File: src/rtl/hash_loader_pkg.sv
// Shared definitions for the Ascon hash message loader.
// State encoding, default byte width and the bytes-per-message helper.
package hash_loader_pkg;

   localparam logic [2:0] COLLECT   = 3'd0;
   localparam logic [2:0] LAUNCH    = 3'd1;
   localparam logic [2:0] WAIT_HASH = 3'd2;
   localparam logic [2:0] HOLD      = 3'd3;
   localparam logic [2:0] RELEASE   = 3'd4;

   localparam int BW_DEF = 8;

   function automatic int calc_nb(input int y, input int bw);
      return (y + bw - 1) / bw;
   endfunction

endpackage

File: src/rtl/msg_byte_packer.sv
// Byte counter and MSB-first packer for the hash message register.
// Clears the whole register when byte 0 of a new message arrives.
module msg_byte_packer
   import hash_loader_pkg::*;
#(
   parameter  int y  = 40,
   parameter  int BW = BW_DEF,
   localparam int NB = calc_nb(y, BW),
   localparam int CW = (NB > 1) ? $clog2(NB) : 1
) (
   input  logic          clk,
   input  logic          rst,
   input  logic          acc,
   input  logic          eom,
   input  logic [BW-1:0] in_data,
   output logic [y-1:0]  message,
   output logic [CW-1:0] cnt
);

   // Packing space is whole bytes; the top y bits form the message,
   // so the low bits of a partial final byte simply fall off.
   localparam int W = NB * BW;

   logic [W-1:0]  wide_q, wide_d;
   logic [CW-1:0] cnt_q, cnt_d;

   // Next packing register and byte index on an accepted byte
   always_comb begin
      wide_d = wide_q;
      cnt_d  = cnt_q;
      if (acc) begin
         if (cnt_q == '0) wide_d = '0;
         for (int k = 0; k < NB; k++) begin
            if (cnt_q == CW'(k)) wide_d[W-1-k*BW -: BW] = in_data;
         end
         cnt_d = eom ? '0 : cnt_q + 1'b1;
      end
   end

   // Packing register and byte counter
   always_ff @(posedge clk or negedge rst) begin
      if (!rst) begin
         wide_q <= '0;
         cnt_q  <= '0;
      end else begin
         wide_q <= wide_d;
         cnt_q  <= cnt_d;
      end
   end

   assign message = wide_q[W-1 -: y];
   assign cnt     = cnt_q;

endmodule

File: src/rtl/hash_msg_loader.sv
// Byte-stream front-end and start sequencer for the Ascon hash core.
// LOADER_LATENCY_CNT_EN adds the hash_cycles latency counter output.
module hash_msg_loader
   import hash_loader_pkg::*;
#(
   parameter int y  = 40,
   parameter int BW = BW_DEF
) (
   input  logic          clk,
   input  logic          rst,
   input  logic [BW-1:0] in_data,
   input  logic          in_valid,
   input  logic          in_last,
   output logic          in_ready,
   output logic [y-1:0]  message,
   output logic          start,
   input  logic          hash_ready,
   output logic          digest_valid,
   input  logic          digest_ack,
   output logic          len_err,
`ifdef LOADER_LATENCY_CNT_EN
   output logic [15:0]   hash_cycles,
`endif
   output logic          busy
);

   localparam int NB = calc_nb(y, BW);
   localparam int CW = (NB > 1) ? $clog2(NB) : 1;

   logic [2:0]    state_q, state_d;
   logic          len_err_q, len_err_d;
   logic [CW-1:0] cnt;
   logic          acc, at_last, eom;

   assign acc     = in_valid & in_ready;
   assign at_last = (cnt == CW'(NB - 1));
   assign eom     = in_last | at_last;

   msg_byte_packer #(
      .y  (y),
      .BW (BW)
   ) u_packer (
      .clk     (clk),
      .rst     (rst),
      .acc     (acc),
      .eom     (eom),
      .in_data (in_data),
      .message (message),
      .cnt     (cnt)
   );

   // Loader sequencing: collect, launch, wait, hold digest, release
   always_comb begin
      state_d = state_q;
      case (state_q)
         COLLECT:   if (acc && eom)  state_d = LAUNCH;
         LAUNCH:                     state_d = WAIT_HASH;
         WAIT_HASH: if (hash_ready)  state_d = HOLD;
         HOLD:      if (digest_ack)  state_d = RELEASE;
         RELEASE:                    state_d = COLLECT;
         default:                    state_d = COLLECT;
      endcase
   end

   // Length error: cleared by byte 0, set by early or missing in_last
   always_comb begin
      len_err_d = len_err_q;
      if (acc) begin
         if (cnt == '0) len_err_d = 1'b0;
         if (in_last != at_last) len_err_d = 1'b1;
      end
   end

   // FSM and error flag registers
   always_ff @(posedge clk or negedge rst) begin
      if (!rst) begin
         state_q   <= COLLECT;
         len_err_q <= 1'b0;
      end else begin
         state_q   <= state_d;
         len_err_q <= len_err_d;
      end
   end

`ifdef LOADER_LATENCY_CNT_EN
   logic [15:0] cyc_q, cyc_d;

   // Saturating count of WAIT_HASH cycles, frozen outside the wait
   always_comb begin
      cyc_d = cyc_q;
      if (state_q == LAUNCH) cyc_d = '0;
      else if (state_q == WAIT_HASH && cyc_q != 16'hFFFF)
         cyc_d = cyc_q + 16'd1;
   end

   // Latency counter register
   always_ff @(posedge clk or negedge rst) begin
      if (!rst) cyc_q <= '0;
      else      cyc_q <= cyc_d;
   end

   assign hash_cycles = cyc_q;
`endif

   assign in_ready     = rst & (state_q == COLLECT);
   assign start        = (state_q == LAUNCH) | (state_q == RELEASE);
   assign digest_valid = (state_q == HOLD);
   assign busy         = (state_q != COLLECT);
   assign len_err      = len_err_q;

endmodule

File: config.mk
export PLATFORM = sky130hd
export DESIGN_NAME = hash_msg_loader
export DESIGN_NICKNAME = d
export VERILOG_FILES = /design/src/rtl/hash_loader_pkg.sv /design/src/rtl/msg_byte_packer.sv /design/src/rtl/hash_msg_loader.sv
export SDC_FILE = /design/constraint.sdc
export NUM_CORES = 1
export LEC_CHECK = 0
export ABC_CLOCK_PERIOD_IN_PS = 3950
export CORE_ASPECT_RATIO = 1.25
export CORE_MARGIN = 1.5
export CORE_UTILIZATION = 40
export CTS_CLUSTER_DIAMETER = 30
export DETAILED_ROUTE_END_ITERATION = 6
export PLACE_DENSITY = 0.66
export SLEW_MARGIN = 10
export SYNTH_ARGS = -nofsm -noshare
export SYNTH_HDL_FRONTEND = slang
export SYNTH_SLANG_ARGS = --single-unit
File: constraint.sdc
create_clock -name clk -period 3.95 [get_ports clk]
set_clock_uncertainty 0.05 [all_clocks]
set_input_delay 0.395 -clock clk [delete_from_list [all_inputs] [get_ports clk]]
set_output_delay 0.395 -clock clk [all_outputs]
set_load 0.01 [all_outputs]
==> impl_metrics.json, run 1 <==
{
  "status": "complete, no violations",
  "overflow": 0,
  "vias_per_cell": 5.305,
  "crit_type": "reg2out",
  "synthTopCellsByCount": "dfrtp_1 (47), a22o_1 (24), inv_1 (14), nand2_1 (14)",
  "worstSetupEndpointType": "output pin",
  "n_antenna_cell": 0,
  "grt_max_degree": 45,
  "hp-class": "in2async",
  "power_mw": 2.029,
  "synthTopCellsByArea": "dfrtp_1 (58%), a22o_1 (10%), mux2_2 (4.5%)",
  "core_area_um2": 4800,
  "async_flop_share": 1.000,
  "final_cells": 282,
  "internal-power_mw": 1.372,
  "grt_pass1_vias": 1573,
  "route.detailed.drc": 0,
  "p_seq_frac": 0.404,
  "cts_tree": "built",
  "p_clk_frac": 0.178,
  "place_ws_ns": 1.726,
  "power_density_nw_per_um2": 739.8,
  "h-tree-depth": 2,
  "path_clk_slew_ns": 0.08,
  "clock_latency_ns": 0.29,
  "antenna_found_initial": 0,
  "p_sw_mw": 0.6570,
  "cts_sinks": 47,
  "hold_buffers": 1,
  "netlist-cell-type-count": 27,
  "row_count": 28,
  "synth_edf_count": 0,
  "slew_viol_final": 0,
  "cts_buffer_depth": 2,
  "arrival_ns": 1.89,
  "seq_area_frac_synth": 0.5839,
  "setup_ws_ns": 1.617,
  "dp_hpwl_mm": 3.745,
  "numCtsBuffers": 5,
  "critPathMaxFanout": 9,
  "first_iter_violations": 48,
  "initial_core_util": 0.4197,
  "tns_ns": 0,
  "ys_ff_latch": 47,
  "swShare": 0.3238,
  "synthFlopType": "dfrtp_1",
  "slew_headroom": 0.4992,
  "finalNetCount": 241,
  "synthesis.area_um2": 2014,
  "place_congestion": 0.8261,
  "portBuffers": 58,
  "area_delta_synth_final_pct": 36.15,
  "die_x_um": 66.48,
  "post-route-min-period_ns": 2.333,
  "syn-num-nets": 182,
  "p_leak_nw": 1.252,
  "drive_gt1_frac": 0.09459,
  "drt-wirelength-per-cell_um": 17.51,
  "drt_pass1_iterations": 5,
  "drv_cap": 0,
  "max_freq_mhz": 428.7,
  "rsz0062_at_grt": "false",
  "design.die.area_um2": 5474,
  "postCtsSetupBuffers": 0,
  "ant_nets": 0,
  "wl_mm": 4.938,
  "pwr-share-comb": 0.418,
  "ios": 59,
  "finalCritPeriodShare": 0.5905,
  "cts_root_buffer": "clkbuf_8",
  "dp.cells": 273,
  "cts_resized": 0,
  "grt_usage": 0.1933,
  "yosysTopAreaCellShare": 0.5839,
  "yosysMostFrequentCell": "dfrtp_1",
  "finalHoldViolations": 0,
  "fin_worst_hold_slack_ns": 0.4383,
  "netlist_instances": 162,
  "tightest_slew_ns": 0.7479,
  "die_y_um": 82.34,
  "avgSynthCellArea_um2": 12.43,
  "startpoint_type": "register",
  "vias": 1496,
  "worstPathRequired_ns": 3.50,
  "synth_area_leader_cell": "dfrtp_1",
  "setup_viol": 0,
  "grt_pass1_wl_mm": 7.838,
  "peakVddDrop_uv": 352.2,
  "yosysWarnings": 0
}
-- per-stage QoR --
stage                     utilization  cell area, um^2
final                          0.5714             2743
after global routing           0.5714             2743
after CTS                      0.5714             2743
after detailed placement       0.5448             2615
after global placement         0.5448             2615
after floorplan                     -             2014
-- cells by family (layout without fill, tap and decap cells) --
logic type	count (synthesis)	count (layout)	synth area share
DFF	47	47	0.5839
adders and majority gates	6	6	0.03727
buffers and inverters	22	82	0.05466
xor gates and xnor gates	1	1	0.004349
muxes	16	16	0.08448
AOI/OAI and AO/OA	38	38	0.1447
and+or+nand+nor	32	32	0.09069
-- final timing paths --
check	slack (ns)	from	depth (start not counted)	endpoint
worst max register to register	1.97	u_packer.cnt[0]$_DFFE_PN0P_	5	u_packer.message[39]$_DFFE_PN0P_
worst max-delay path	1.62	state_q[0]$_DFFE_PN0P_	3	in_ready
min in group clk	0.46	u_packer.message[21]$_DFFE_PN0P_	1	u_packer.message[21]$_DFFE_PN0P_
worst min-delay path	0.44	rst	2	state_q[0]$_DFFE_PN0P_
max in group asynchronous	2.65	rst	3	u_packer.message[38]$_DFFE_PN0P_
worst min register to register	0.46	u_packer.message[21]$_DFFE_PN0P_	1	u_packer.message[21]$_DFFE_PN0P_
-- final cells by class --
class / instances / area [um^2]
Sequential cell: 47 / 1176
Clock buffer: 6 / 82.58
Inverter: 14 / 52.55
Clock inverter: 2 / 35.03
Tap cell: 60 / 75.07
Fill cell: 410 / 2057
Multi-Input combinational cell: 93 / 728.2
Timing Repair Buffer: 60 / 593.1
-- worst max-delay path: stages, from the launching register on --
cell,delay (ns)
dfrtp_1,0.51
nor3_4,0.37
and2_1,0.19
clkdlybuf4s50_1,0.53
-- placed cells by master, fill, tap and decap left out, drive strengths merged --
cell type,count
o211ai,3
a31oi,1
nand2,14
nand3,2
inv,14
nor4,1
mux2,8
dlygate4sd3,1
and2,3
a22o,24
ha,6
nor2b,3
a21oi,1
mux2i,8
or4,1
nor3,1
nor2,2
and4,1
clkdlybuf4s50,57
and3,3
dfrtp,47
buf,2
o21ai,8
bufinv,1
nand2b,1
xnor2,1
clkinv,1
o21bai,1
clkbuf,6
-- metal layers --
layer,track usage,part of all wire,vias up
li1,-,-,686
met1,0.2245,0.40,756
met2,0.3510,0.54,48
met3,0.04336,0.046,6
met4,0.06327,0.013,0
met5,0,0,-
-- power by group through the flow --
stage / clock network [mW] / registers [mW] / logic, mW
after CTS: 0.368 / 0.820 / 0.860
after detailed placement: 0 / 0.830 / 0.853
final: 0.362 / 0.819 / 0.848
after global placement: 0 / 0.818 / 0.826
after global routing: 0.385 / 0.841 / 0.919
after floorplan: 0 / 0.859 / 0.349
-- flip-flops by register name, indices dropped and copies added, names as in the netlist --
register,flops
u_packer.message,40
state_q,3
u_packer.cnt,3
len_err,1
(Power assumes the default switching activity.)
==> run 2: changes to the inputs <==
--- a/config.mk
+++ b/config.mk
@@ -5,13 +5,13 @@
 export SDC_FILE = /design/constraint.sdc
 export NUM_CORES = 1
 export LEC_CHECK = 0
-export ABC_CLOCK_PERIOD_IN_PS = 3950
+export ABC_CLOCK_PERIOD_IN_PS = 2130
 export CORE_ASPECT_RATIO = 1.25
 export CORE_MARGIN = 1.5
 export CORE_UTILIZATION = 40
 export CTS_CLUSTER_DIAMETER = 30
 export DETAILED_ROUTE_END_ITERATION = 6
-export PLACE_DENSITY = 0.66
+export PLACE_DENSITY = 0.69
 export SLEW_MARGIN = 10
 export SYNTH_ARGS = -nofsm -noshare
 export SYNTH_HDL_FRONTEND = slang
==> constraint.sdc (replaced) <==
create_clock -name clk -period 2.13 [get_ports clk]
set_clock_uncertainty 0.05 [all_clocks]
set_input_delay 0.213 -clock clk [delete_from_list [all_inputs] [get_ports clk]]
set_output_delay 0.213 -clock clk [all_outputs]
set_load 0.01 [all_outputs]
==> impl_metrics.json, run 2 (same netlist as run 1, synthesis figures left out) <==
{
  "design.die.area_um2": 5474,
  "vias_per_cell": 5.140,
  "finalCritPeriodShare": 0.9486,
  "hold_buffers": 0,
  "reg2reg_depth": 5,
  "grt_max_degree": 48,
  "drt-wirelength-per-cell_um": 15.56,
  "drive_gt1_frac": 0.1106,
  "setup_viol": 0,
  "final_common_cell": "clkdlybuf4s50_1",
  "crit_path_cell_trace": "nor3_4 -> and2_1 -> clkdlybuf4s50_1",
  "setup.worst_path.end": "in_ready",
  "critPathMaxFanout": 9,
  "cp_top_family": "buffers and inverters",
  "r2r_start": "u_packer.cnt[0]$_DFFE_PN0P_",
  "overflow": 0,
  "n_antenna_cell": 0,
  "crit_path_top_delay_cell": "clkdlybuf4s50_1",
  "slew_headroom": 0.5214,
  "arrival_ns": 1.76,
  "design_area_um2": 2785,
  "path_clk_slew_ns": 0.08,
  "r2r-end": "u_packer.message[35]$_DFFE_PN0P_",
  "cp.depth": 3,
  "ant_nets": 0,
  "p_leak_nw": 1.277,
  "cts_root_buffer": "clkbuf_8",
  "startpoint_type": "register",
  "vias": 1470,
  "rsz0062_at_grt": "false",
  "die_x_um": 66.48,
  "cts_tree": "built",
  "h-tree-depth": 2,
  "slew_viol_final": 0,
  "tns_ns": 0,
  "finalHoldViolations": 0,
  "first_iter_violations": 78,
  "largest_register_ffs": 40,
  "grt_pass1_wl_mm": 7.058,
  "r2r_slack_ns": 0.17,
  "drt_pass1_iterations": 4,
  "numCtsBuffers": 5,
  "place_ws_ns": 0.1749,
  "max_freq_mhz": 494.9,
  "ios": 59,
  "area_delta_synth_final_pct": 38.26,
  "status": "complete, no violations",
  "grt_usage": 0.1749,
  "layout_common_cells": "clkdlybuf4s50_1 (57), dfrtp_1 (47), a22o_1 (24)",
  "antenna_found_initial": 0,
  "tightest_slew_ns": 0.7147,
  "row_count": 28,
  "worstPathRequired_ns": 1.87,
  "max_stage_delay_ns": 0.53,
  "portBuffers": 58,
  "finalNetCount": 245,
  "cp_num_buf_inv": 1,
  "wl_mm": 4.450,
  "crit_type": "reg2out",
  "clock_latency_ns": 0.29,
  "cts_buffer_depth": 2,
  "power_mw": 3.830,
  "drv_cap": 0,
  "die_y_um": 82.34,
  "dp_hpwl_mm": 3.236,
  "power_density_nw_per_um2": 1375,
  "post-route-min-period_ns": 2.020,
  "grt_pass1_vias": 1407,
  "initial_core_util": 0.4197,
  "startpoint": "state_q[0]$_DFFE_PN0P_",
  "hp-class": "in2async",
  "peakVddDrop_uv": 696.4,
  "setup_ws_ns": 0.1095,
  "core_area_um2": 4800,
  "place_congestion": 0.7943,
  "worstSetupEndpointType": "output pin",
  "route.detailed.drc": 0,
  "cts_sinks": 47,
  "place_area_um2": 2638
}
## run 2: final cells by class
class | count | area, um^2
inverter | 14 | 52.55
fill | 404 | 2014
multi-input combinational | 93 | 728.2
sequential | 47 | 1176
timing repair buffer | 64 | 620.6
clock inverter | 2 | 60.06
tap | 60 | 75.07
clock buffer | 6 | 72.57
## run 2: per-stage QoR
stage	hold slack, ns	instances	util
3_3_place_gp	0.3457	276	0.5495
3_5_place_dp	0.3410	276	0.5495
5_1_grt	0.04623	286	0.5803
4_1_cts	0.02329	286	0.5803
2_1_floorplan	-0.1326	162	-
6_report	0.003355	286	0.5803
## run 2: routing by layer
metal  routed length (um)  track usage
met2                 2124       0.2820
met5                    0            0
met4                   42      0.04286
met3                  220      0.04336
met1                 2064       0.2383
## run 2: worst reg2reg max path: cells and delay by family (launching register included)
family,cells,cell delay (ns)
and+or+nand+nor,2,0.64
DFF,1,0.42
muxes,1,0.40
adders and majority gates,1,0.25
buffers and inverters,1,0.11
## run 2: timing repair
item / CTS / global route
setup endpoints to repair: 1 / 0
resized for setup: 0 / 0
setup buffers: 2 / 0
## run 2: worst min path at each step
stage                                       end  depth (start not counted)  slack (ns)  startpoint
2_1_floorplan               len_err$_DFFE_PN0P_                          0       -0.13         rst
3_3_place_gp        u_packer.cnt[1]$_DFFE_PN0P_                          2        0.35         rst
6_report                 state_q[0]$_DFFE_PN0P_                          2       0.003         rst
5_1_grt                  state_q[0]$_DFFE_PN0P_                          2        0.05         rst
3_5_place_dp        u_packer.cnt[1]$_DFFE_PN0P_                          2        0.34         rst
4_1_cts        u_packer.message[23]$_DFFE_PN0P_                          2        0.02         rst
## run 2: power by group
part           internal, mW  switching (mW)
clock network         0.469           0.284
registers              1.24           0.263
logic                 0.949           0.623
